File: src/rtl/tff_mod_counter_pkg.sv
// Legal-range limits shared by the T-FF modulo counter family.
package tff_mod_counter_pkg;

    localparam int unsigned     MIN_WIDTH   = 1;
    localparam int unsigned     MAX_WIDTH   = 32;
    localparam longint unsigned MIN_MODULUS = 2;

    // Largest modulus representable in a counter of the given width.
    function automatic longint unsigned max_modulus(input int unsigned width);
        return 64'(1) << width;
    endfunction

endpackage

File: src/rtl/tff_sync_cell.sv
// Single T flip-flop cell with synchronous active-high reset to a per-bit value.
module tff_sync_cell (
    input  logic clk,
    input  logic reset,
    input  logic t,
    input  logic rst_val,
    output logic q
);

    logic state_q;

    // Reset wins; otherwise invert on t and hold when t is low.
    always_ff @(posedge clk) begin
        if (reset) begin
            state_q <= rst_val;
        end else if (t) begin
            state_q <= ~state_q;
        end
    end

    assign q = state_q;

endmodule

File: src/rtl/tff_mod_counter.sv
// Modulo up/down counter built from T-FF cells, with load, wrap pulse and cascade terminal count.
module tff_mod_counter
    import tff_mod_counter_pkg::*;
#(
    parameter int unsigned     WIDTH     = 4,
    parameter longint unsigned MODULUS   = 10,
    parameter longint unsigned RESET_VAL = 0
) (
    input  logic             clk,
    input  logic             reset,
    input  logic             en,
    input  logic             up,
    input  logic             load,
    input  logic [WIDTH-1:0] load_val,
    output logic [WIDTH-1:0] q,
    output logic             tc,
    output logic             wrap
);

    localparam logic [WIDTH-1:0] MAX_VAL = WIDTH'(MODULUS - 64'(1));
    localparam logic [WIDTH-1:0] RST_VEC = WIDTH'(RESET_VAL);

    // Parameter legality is enforced at elaboration time.
    if (WIDTH < MIN_WIDTH || WIDTH > MAX_WIDTH) begin : g_bad_width
        $error("tff_mod_counter: WIDTH out of range");
    end
    if (MODULUS < MIN_MODULUS || MODULUS > max_modulus(WIDTH)) begin : g_bad_modulus
        $error("tff_mod_counter: MODULUS out of range");
    end
    if (RESET_VAL >= MODULUS) begin : g_bad_reset_val
        $error("tff_mod_counter: RESET_VAL must be below MODULUS");
    end

    logic [WIDTH-1:0] count_q;
    logic [WIDTH-1:0] count_d;
    logic [WIDTH-1:0] toggle;
    logic             wrap_q;
    logic             wrap_d;
    logic             at_max;
    logic             at_zero;
    logic             load_ok;

    assign at_max  = (count_q == MAX_VAL);
    assign at_zero = (count_q == '0);
    assign load_ok = (64'(load_val) < MODULUS);

    // Next count and wrap flag; reset is applied inside the cells and the wrap register.
    always_comb begin
        count_d = count_q;
        wrap_d  = 1'b0;
        if (load) begin
            count_d = load_ok ? load_val : MAX_VAL;
        end else if (en) begin
            if (up) begin
                if (at_max) begin
                    count_d = '0;
                    wrap_d  = 1'b1;
                end else begin
                    count_d = count_q + WIDTH'(1);
                end
            end else begin
                if (at_zero) begin
                    count_d = MAX_VAL;
                    wrap_d  = 1'b1;
                end else begin
                    count_d = count_q - WIDTH'(1);
                end
            end
        end
    end

    // Each cell flips exactly where the next count differs from the current one.
    assign toggle = count_q ^ count_d;

    for (genvar i = 0; i < WIDTH; i++) begin : g_cell
        tff_sync_cell u_cell (
            .clk     (clk),
            .reset   (reset),
            .t       (toggle[i]),
            .rst_val (RST_VEC[i]),
            .q       (count_q[i])
        );
    end

    // One-cycle wrap pulse, cleared by reset.
    always_ff @(posedge clk) begin
        if (reset) begin
            wrap_q <= 1'b0;
        end else begin
            wrap_q <= wrap_d;
        end
    end

    assign q    = count_q;
    assign wrap = wrap_q;
    assign tc   = en & ~load & ((up & at_max) | (~up & at_zero));

endmodule

File: config.mk
export PLATFORM = sky130hd
export DESIGN_NAME = tff_mod_counter
export DESIGN_NICKNAME = d
export VERILOG_FILES = /design/src/rtl/tff_mod_counter_pkg.sv /design/src/rtl/tff_sync_cell.sv /design/src/rtl/tff_mod_counter.sv
export SDC_FILE = /design/constraint.sdc
export NUM_CORES = 1
export LEC_CHECK = 0
export CORE_AREA = 2 2 39 41
export CTS_BUF_LIST = sky130_fd_sc_hd__clkbuf_16
export CTS_CLUSTER_SIZE = 24
export DETAILED_ROUTE_END_ITERATION = 6
export DIE_AREA = 0 0 41 43
export GPL_TIMING_DRIVEN = 1
export SYNTH_ARGS = -nofsm -noshare
export SYNTH_HDL_FRONTEND = slang
export SYNTH_SLANG_ARGS = --single-unit
File: constraint.sdc
create_clock -name clk -period 1.73 [get_ports clk]
set_input_delay 0.346 -clock clk [delete_from_list [all_inputs] [get_ports clk]]
set_output_delay 0.346 -clock clk [all_outputs]
set_load 0.005 [all_outputs]
==> results of run 1 <==
==> cells by family (layout without fill, tap and decap cells) <==
group | Yosys count | in the layout | share of synthesized area [%]
AND/OR/NAND/NOR | 22 | 22 | 26.1
AO/OA/AOI/OAI | 15 | 15 | 26.3
buffers and inverters | 11 | 34 | 14.8
flip-flops | 5 | 5 | 22.4
adder cells (fa/ha/maj) | 3 | 3 | 8.40
XOR/XNOR | 1 | 1 | 1.96
==> area by class of cell <==
class | count | share of cell area (%)
clock buffers | 3 | 10.2
clock inverters | 1 | 0.680
inverters | 4 | 2.04
multi-input cells | 41 | 40.1
flip-flops and latches | 5 | 13.8
well taps | 16 | 2.72
repair buffers | 26 | 30.4
==> where the power goes <==
group	total, uW	switching (uW)	internal, uW
Combinational	157	68.8	87.9
Clock	374	72.5	302
Sequential	129	4.82	124
==> flip-flops by register name (all words and copies together), names as in the netlist <==
name             count
g_cell.u_cell.q      4
wrap                 1
==> layer usage <==
metal	vias up	global-route usage [%]	part of all wire, %
met1	230	23.6	46
met5	-	0	0
met2	21	25.0	47
met3	0	6.28	6.4
li1	246	-	-
met4	0	2.00	0
==> what timing repair did <==
item,in CTS,in global routing
setup buffers,2,0
pin swaps,3,0
endpoints found under the setup margin,1,1
gates resized for setup,10,1
hold buffers,0,0
==> worst paths after layout <==
| path | cells past startpoint | to | slack (ns) | start |
|---|---|---|---|---|
| worst max register to register | 8 | g_cell[3].u_cell.q | 0.16 | g_cell[1].u_cell.q |
| worst min register to register | 3 | wrap | 0.61 | g_cell[2].u_cell.q |
| worst min-delay path | 3 | wrap | 0.61 | g_cell[2].u_cell.q |
| worst max-delay path | 6 | tc | -0.1 | g_cell[1].u_cell.q |
==> cell usage in the layout, fill, tap and decap left out, drive strengths merged <==
cell | synthesis | final
dfxtp | 5 | 5
clkinv | 0 | 1
a2111oi | 1 | 1
xor2 | 1 | 1
inv | 4 | 4
nor3 | 2 | 2
dlygate4sd2 | 0 | 1
a21o | 1 | 1
clkbuf | 2 | 3
a21oi | 3 | 3
a221oi | 5 | 5
o21ai | 2 | 2
nand2 | 4 | 4
nand2b | 1 | 1
a211o | 2 | 2
nand3 | 3 | 3
or3 | 1 | 1
or3b | 1 | 1
nor2b | 1 | 1
and2 | 1 | 1
clkdlybuf4s50 | 0 | 12
ha | 3 | 3
o21bai | 1 | 1
nand4 | 1 | 1
buf | 5 | 13
nor2 | 6 | 6
nand4b | 1 | 1
==> critical path: stages (launching register included) <==
cell     delay [ns]
dfxtp_2        0.32
inv_2          0.08
ha_4           0.14
or3b_1         0.34
a21o_2         0.20
nor2_1         0.08
buf_2          0.11
==> through the flow <==
step | cell area [um^2] | utilization, %
3_3_place_gp | 631 | 45.6
4_1_cts | 733 | 53.0
2_1_floorplan | 447 | -
3_5_place_dp | 631 | 45.6
5_1_grt | 736 | 53.2
6_report | 736 | 53.2
==> impl_metrics.toml, run 1 <==
[status]
status = "finished with violations"
violations = "setup timing"

[timing]
tightest_slew_ns = 0.328
layout_setup_ws_ns = -0.0951
holdWs_ns = 0.614
hold_viol = 0
finalCritPeriodShare_pct = 105
fmax_mhz = 548
min_period_ns = 1.83
drv_slew = 0
tns_ns = -0.0951
slew_headroom_pct = 77.5
fin_skew_ns = 0.000959
rsz0062_at_grt = "yes"
finalSetupViolCount = 1

[global_route]
grtUsageTotal_pct = 16.9
grt_pass1_vias = 452
grt_max_degree = 9
grt_pass1_wl_mm = 2.05
grt_overflow_total = 0
antenna_found_initial = 0

[route]
num_vias = 497
ant_nets = 0
drt_iter0_markers = 14
drt-pass1-iter-count = 4
wl_per_cell_um = 12.2
drc = 0
wl_mm = 1.17
drt-vias-per-instance = 5.18

[setup_path]
worstSetupPathType = "register to output port"
start_kind = "register"
cp_data_arrival_time_ns = 1.48
path_max_fanout = 2
crit_path_end_kind = "output port"
crit_required_ns = 1.38

[final_layout]
nets = 93
synthToLayoutAreaGrowth_pct = 64.7
layoutNonFillerInstCount = 96
drive_gt1_share_pct = 31.3
antenna_cells = 0
seq_area_um2 = 101
fill_cells = 132
multiInputGateArea_um2 = 295

[synthesis]
synthCells = 57
syn_area_per_cell_um2 = 7.84
synth_top_cell_area_share_pct = 22.4
synth_top_area_cell = "dfxtp_1"
synthArstFlopShare_pct = 0
yosysUniqueCellTypes = 27
netlist_area_um2 = 447
synth.most_common_cell = "nor2_1"
synth_fp_nets = 69
yosys_warnings = 0
synth-seq-cells = 5
synth-edff-count = 0
ys.flop_type = "dfxtp_1"
synth_commonest_cells = "nor2_1, dfxtp_1"
synth-seq-area-share_pct = 22.4
ys_top_cells_by_area = "dfxtp_1, ha_1, a221oi_1"

[clock_network]
htree_levels = 1
cts.sinks = 5
root_buffer = "clkbuf_16"
numCtsBuffers = 3
clkLatencyLatePin_ns = 0.22
cts_tree = "yes"
clk_path_buf_depth = 2
clk_pin_slew_ns = 0.03

[place]
dp.cells = 90
dp_slack_ns = -0.547
hpwl_um = 863
routabilityCongestion = 0.736
portBuffers = 14

[floorplanning]
core_area_mm2 = 0.00138
initial_utilization_pct = 32.3
rows = 14
dieArea_mm2 = 0.00176
dieWidth_um = 41
ios = 15
die_h_um = 43

[power_and_ir_drop]
p_per_area_mw_per_mm2 = 897
ir_worst_vdd_uv = 1200
leakagePower_uw = 0.000316
finalPower_uw = 660

[flow_run]
maxCapViolCount = 0

[worst_hold_path]
hold_path.class = "register to register"
(Power assumes the default switching activity.)
==> inputs of run 2 (changes only) <==
--- a/config.mk
+++ b/config.mk
@@ -5,12 +5,15 @@
 export SDC_FILE = /design/constraint.sdc
 export NUM_CORES = 1
 export LEC_CHECK = 0
-export CORE_AREA = 2 2 39 41
+export CELL_PAD_IN_SITES_DETAIL_PLACEMENT = 2
+export CELL_PAD_IN_SITES_GLOBAL_PLACEMENT = 2
+export CORE_ASPECT_RATIO = 0.75
+export CORE_UTILIZATION = 23
 export CTS_BUF_LIST = sky130_fd_sc_hd__clkbuf_16
 export CTS_CLUSTER_SIZE = 24
 export DETAILED_ROUTE_END_ITERATION = 6
-export DIE_AREA = 0 0 41 43
 export GPL_TIMING_DRIVEN = 1
+export PLACE_DENSITY_LB_ADDON = 0.1
 export SYNTH_ARGS = -nofsm -noshare
 export SYNTH_HDL_FRONTEND = slang
 export SYNTH_SLANG_ARGS = --single-unit
==> run 2 against run 1 <==
The flow still finishes with violations (setup timing). Maximum frequency decreased by 0.13%. Via count increased by 1.8%. Sequential share of layout area decreased by 0.33 points. Clock skew decreased by 0.00053 ns. Global-route usage increased by 1.6 points. Routed wire length increased by 39%. Core utilization decreased by 10 points. Register-to-register slack got worse by 0.04 ns. Clock power increased by 2%. Critical path depth unchanged. Largest power group unchanged. Highest routed layer is now met4.
==> impl_metrics.toml, run 2 (synthesis gave the netlist of run 1 again) <==
[timing]
layout_setup_ws_ns = -0.0975
rsz0062_at_grt = "yes"
min_period_ns = 1.83
slew_headroom_pct = 74.6
finalSetupViolCount = 1
tns_ns = -0.0975
drv_slew = 0
finalCritPeriodShare_pct = 106
fin_skew_ns = 0.000426
hold_viol = 0
fmax_mhz = 547
tightest_slew_ns = 0.372
holdWs_ns = 0.643

[final_layout]
final_common_cell = "buf_4"
synthToLayoutAreaGrowth_pct = 70.9
layout_common_cells = "buf_4, clkdlybuf4s50_1, nor2_1, nand2_1, a221oi_1"
antenna_cells = 0
drive_gt1_share_pct = 32.5
utilization_pct = 43.0
final_area_um2 = 763
nets = 96
largest_register_ffs = 4

[status]
status = "finished with violations"
violations = "setup timing"

[route]
wl_mm = 1.63
drt_iter0_markers = 2
dr.max_layer_used = "met4"
num_vias = 506
wl_per_cell_um = 15.5
ant_nets = 0
route.met3.wl_um = 81
drt-vias-per-instance = 4.82
drc = 0
m1WireLength_um = 801
wl_met2_um = 720
drt-pass1-iter-count = 3

[setup_path]
start_kind = "register"
crit_path_end_kind = "output port"
path_max_fanout = 2
critical_path.cell_chain = "inv_2, ha_4, or3b_1, a21o_2, nor2_1, buf_2"
startpoint = "g_cell[1].u_cell.q"
cp_data_arrival_time_ns = 1.48
r2r_setup_slack_ns = 0.12
r2r-end = "g_cell[2].u_cell.q"
worstSetupPathType = "register to output port"
crit_required_ns = 1.38
r2r_cells = 8
r2r-start = "g_cell[1].u_cell.q"
cp_slowest_cell = "or3b_1"
max_stage_delay_ns = 0.34

[clock_network]
clk_path_buf_depth = 2
cts_tree = "yes"
numCtsBuffers = 3
hold_buffers = 0
clkLatencyLatePin_ns = 0.23
cts.sinks = 5
clk_pin_slew_ns = 0.03
htree_levels = 1
root_buffer = "clkbuf_16"

[worst_hold_path]
hold_path.class = "register to register"
holdPathEnd = "g_cell[2].u_cell.q"
hold_path_startpoint = "g_cell[2].u_cell.q"
min_path_cells = 2

[place]
hpwl_mm = 1.15
routabilityCongestion = 0.728
dp_slack_ns = -0.552
dpl_cell_area_um2 = 653
portBuffers = 14

[global_route]
antenna_found_initial = 0
grtUsageTotal_pct = 18.5
grt_pass1_vias = 521
grt_pass1_wl_mm = 2.55
grt_max_degree = 9
grt_overflow_total = 0

[flow_run]
maxCapViolCount = 0

[power_and_ir_drop]
p_per_area_mw_per_mm2 = 897
ir_worst_vdd_uv = 458
leakagePower_uw = 0.000333

[floorplanning]
dieArea_mm2 = 0.00212
ios = 15
die_h_um = 40.2
initial_utilization_pct = 25.2
dieWidth_um = 52.9
rows = 13
core_area_mm2 = 0.00177
==> run 2: worst max-delay path by stage <==
stage	to	slack, ns
CTS	tc	-0.11
global placement	tc	-0.54
detailed placement	tc	-0.55
finish	tc	-0.1
floorplan	tc	0.09
global route	tc	-0.15
==> run 2: cell type report <==
type                       count  area (um^2)
sequential                     5          103
tap                           22         27.5
fill                         202         1010
clock inverter                 1         3.75
timing repair buffer          29          246
multi-input combinational     41          293
inverter                       4         15.0
clock buffer                   3         75.1
==> run 2: stage by stage <==
stage	std cells	power, uW
final	105	684
after global routing	105	712
after floorplan	57	213
after detailed placement	98	289
after global placement	98	287
after CTS	104	686
==> run 2: per-layer routing <==
layer	global-route usage, %	up-vias
met5	0	-
met3	6.82	5
li1	-	254
met4	7.89	0
met1	23.3	233
met2	28.5	14
==> run 2: power by group <==
part,switching [uW],total (uW),internal [uW]
clock,80.6,380,300
combinational,77.0,173,96.3
sequential,5.82,131,125
==> run 2: repair_timing <==
action | 4_1_cts | 5_1_grt
hold endpoints to repair | 0 | 0
setup endpoints to repair | 1 | 2
resized for setup | 10 | 2
pin swaps | 4 | 0
setup buffers | 2 | 1
==> run 2: worst max-delay path: cells and delay by family, from the launching register on <==
kind	cells	cell delay [ns]
adders and majority gates	1	0.14
buffers and inverters	2	0.18
AOI/OAI and AO/OA	1	0.20
and+or+nand+nor	2	0.41
DFF	1	0.31
==> inputs of run 3 (changes only) <==
--- a/config.mk
+++ b/config.mk
@@ -8,7 +8,7 @@
 export CELL_PAD_IN_SITES_DETAIL_PLACEMENT = 2
 export CELL_PAD_IN_SITES_GLOBAL_PLACEMENT = 2
 export CORE_ASPECT_RATIO = 0.75
-export CORE_UTILIZATION = 23
+export CORE_UTILIZATION = 27
 export CTS_BUF_LIST = sky130_fd_sc_hd__clkbuf_16
 export CTS_CLUSTER_SIZE = 24
 export DETAILED_ROUTE_END_ITERATION = 6
@@ -16,4 +16,5 @@
 export PLACE_DENSITY_LB_ADDON = 0.1
 export SYNTH_ARGS = -nofsm -noshare
 export SYNTH_HDL_FRONTEND = slang
+export SYNTH_HIERARCHICAL = 1
 export SYNTH_SLANG_ARGS = --single-unit
==> run 3 against run 2 <==
The run still ends with setup timing left. Sequential cell count is the same. Synthesized cell count grew 26%. Power grew 40%. Critical endpoint is now g_cell[0].u_cell/q. Largest cell class unchanged. Largest power group unchanged.
==> impl_metrics.toml, run 3 <==
[timing]
layout_setup_ws_ns = -0.331
drv_slew = 0
min_period_ns = 2.06
rsz0062_at_grt = "yes"
holdWs_ns = 0.640
finalSetupViolCount = 5
fmax_mhz = 485
hold_viol = 0
finalCritPeriodShare_pct = 119
tns_ns = -1.35
fin_skew_ns = 0.00209

[setup_path]
r2r_cells = 7
path_max_fanout = 3
r2r-start = "g_cell[0].u_cell/q"
worstSetupPathType = "register to register"
r2r_setup_slack_ns = -0.33
r2r-end = "g_cell[0].u_cell/q"
crit_path_end_kind = "register"
start_kind = "register"
cp_data_arrival_time_ns = 2.02
crit_required_ns = 1.69

[floorplanning]
die_h_um = 42.9
rows = 14
dieArea_mm2 = 0.00243
dieWidth_um = 56.6
core_area_mm2 = 0.00205
ios = 15
initial_utilization_pct = 29.4

[clock_network]
cts_tree = "yes"
clkLatencyLatePin_ns = 0.24
cts.sinks = 5
hold_buffers = 0
htree_levels = 1
clk_pin_slew_ns = 0.04
root_buffer = "clkbuf_16"
clk_path_buf_depth = 2
numCtsBuffers = 3

[route]
drt_iter0_markers = 20
ant_nets = 0
drt-pass1-iter-count = 4
wl_mm = 2.46
wl_per_cell_um = 18.3
drt-vias-per-instance = 5.24
drc = 0
num_vias = 708

[synthesis]
synth_commonest_cells = "inv_1, o21ai_0, mux2i_1"
synthArstFlopShare_pct = 0
yosys_warnings = 6
synthCells = 72
ys_top_cells_by_area = "edfxtp_1, mux2i_1, ha_1"
synth_top_cell_area_share_pct = 19.9
netlist_area_um2 = 603
ys.flop_type = "edfxtp_1"
yosysUniqueCellTypes = 35
synth-edff-count = 4
synth_top_area_cell = "edfxtp_1"
synth-seq-area-share_pct = 23.2
synth-seq-cells = 5
syn_area_per_cell_um2 = 8.38

[global_route]
grt_pass1_wl_mm = 4.00
antenna_found_initial = 0
grt_pass1_vias = 816
grt_overflow_total = 0
grtUsageTotal_pct = 23.3
grt_max_degree = 13

[worst_hold_path]
hold_path_startpoint = "up"
min_path_cells = 4
hold_path.class = "input pin to register"
holdPathEnd = "wrap"

[place]
routabilityCongestion = 0.777
hpwl_mm = 1.72
dp_slack_ns = -0.694
portBuffers = 14

[status]
status = "finished with violations"
violations = "setup timing"

[final_layout]
nets = 124
final_common_cell = "buf_4"
synthToLayoutAreaGrowth_pct = 79.7
antenna_cells = 0
layout_common_cells = "buf_4, clkdlybuf4s50_1, inv_1, o21ai_0, mux2i_1"
largest_register_ffs = 4
drive_gt1_share_pct = 42.3
utilization_pct = 52.9

[power_and_ir_drop]
finalPower_uw = 960
ir_worst_vdd_uv = 776
p_per_area_mw_per_mm2 = 886
leakagePower_uw = 0.000453

[flow_run]
maxCapViolCount = 0
==> run 3: power breakdown <==
| part | switching (uW) | internal, uW |
|---|---|---|
| Sequential | 14.6 | 152 |
| Clock | 98.4 | 301 |
| Combinational | 187 | 206 |
| Total | 300 | 659 |
==> run 3: timing repair <==
action,CTS,global route
endpoints found under the hold margin,0,0
buffers inserted,2,1
setup endpoints to repair,5,5
pin swaps,8,2
resized for setup,16,7
==> run 3: worst max-delay path by stage <==
stage,startpoint,end,cells past startpoint
after floorplan,g_cell[0].u_cell/q,g_cell[1].u_cell/q,7
after global placement,up,tc,4
after detailed placement,up,tc,4
after CTS,g_cell[1].u_cell/q,g_cell[1].u_cell/q,7
after global routing,g_cell[0].u_cell/q,g_cell[0].u_cell/q,7
final,g_cell[0].u_cell/q,g_cell[0].u_cell/q,7
==> run 3: metal layers <==
layer / vias to the layer above / routed length (um) / GRT usage [%]
li1: 336 / - / -
met1: 346 / 1000 / 23.8
met2: 19 / 1290 / 42.6
met3: 7 / 97 / 6.40
met4: 0 / 76 / 13.7
met5: - / 0 / 0
==> run 3: final cells by class <==
cell class                      count  area (um^2)
Clock buffer                        3         75.1
Clock inverter                      1         3.75
Fill cell                         220          966
Inverter                            7         26.3
Multi-Input combinational cell     60          505
Sequential cell                     5          140
Tap cell                           24         30.0
Timing Repair Buffer               35          303
==> run 3: metrics by stage <==
step,instances,area [um^2]
4_1_cts,134,1050
3_5_place_dp,129,922
3_3_place_gp,129,922
6_report,135,1080
2_1_floorplan,75,633
5_1_grt,135,1080
==> run 3: worst max-delay path, cell delays in order (launching register included) <==
cell and delay, ns:
edfxtp_1 0.43, inv_2 0.10, ha_4 0.13, or3b_4 0.39, o21a_1 0.22, nor3b_2 0.17
o41ai_2 0.20, or2_1 0.15
==> run 3: kinds of logic (layout without fill, tap and decap cells) <==
family	count (synthesis)	after routing	share of synthesized area [%]
other	1	4	0.622
adders and majority gates	3	3	6.22
muxes	6	6	10.2
DFF	5	5	23.2
and+or+nand+nor	26	26	26.6
buffers and inverters	10	46	8.30
AOI/OAI and AO/OA	21	21	24.9
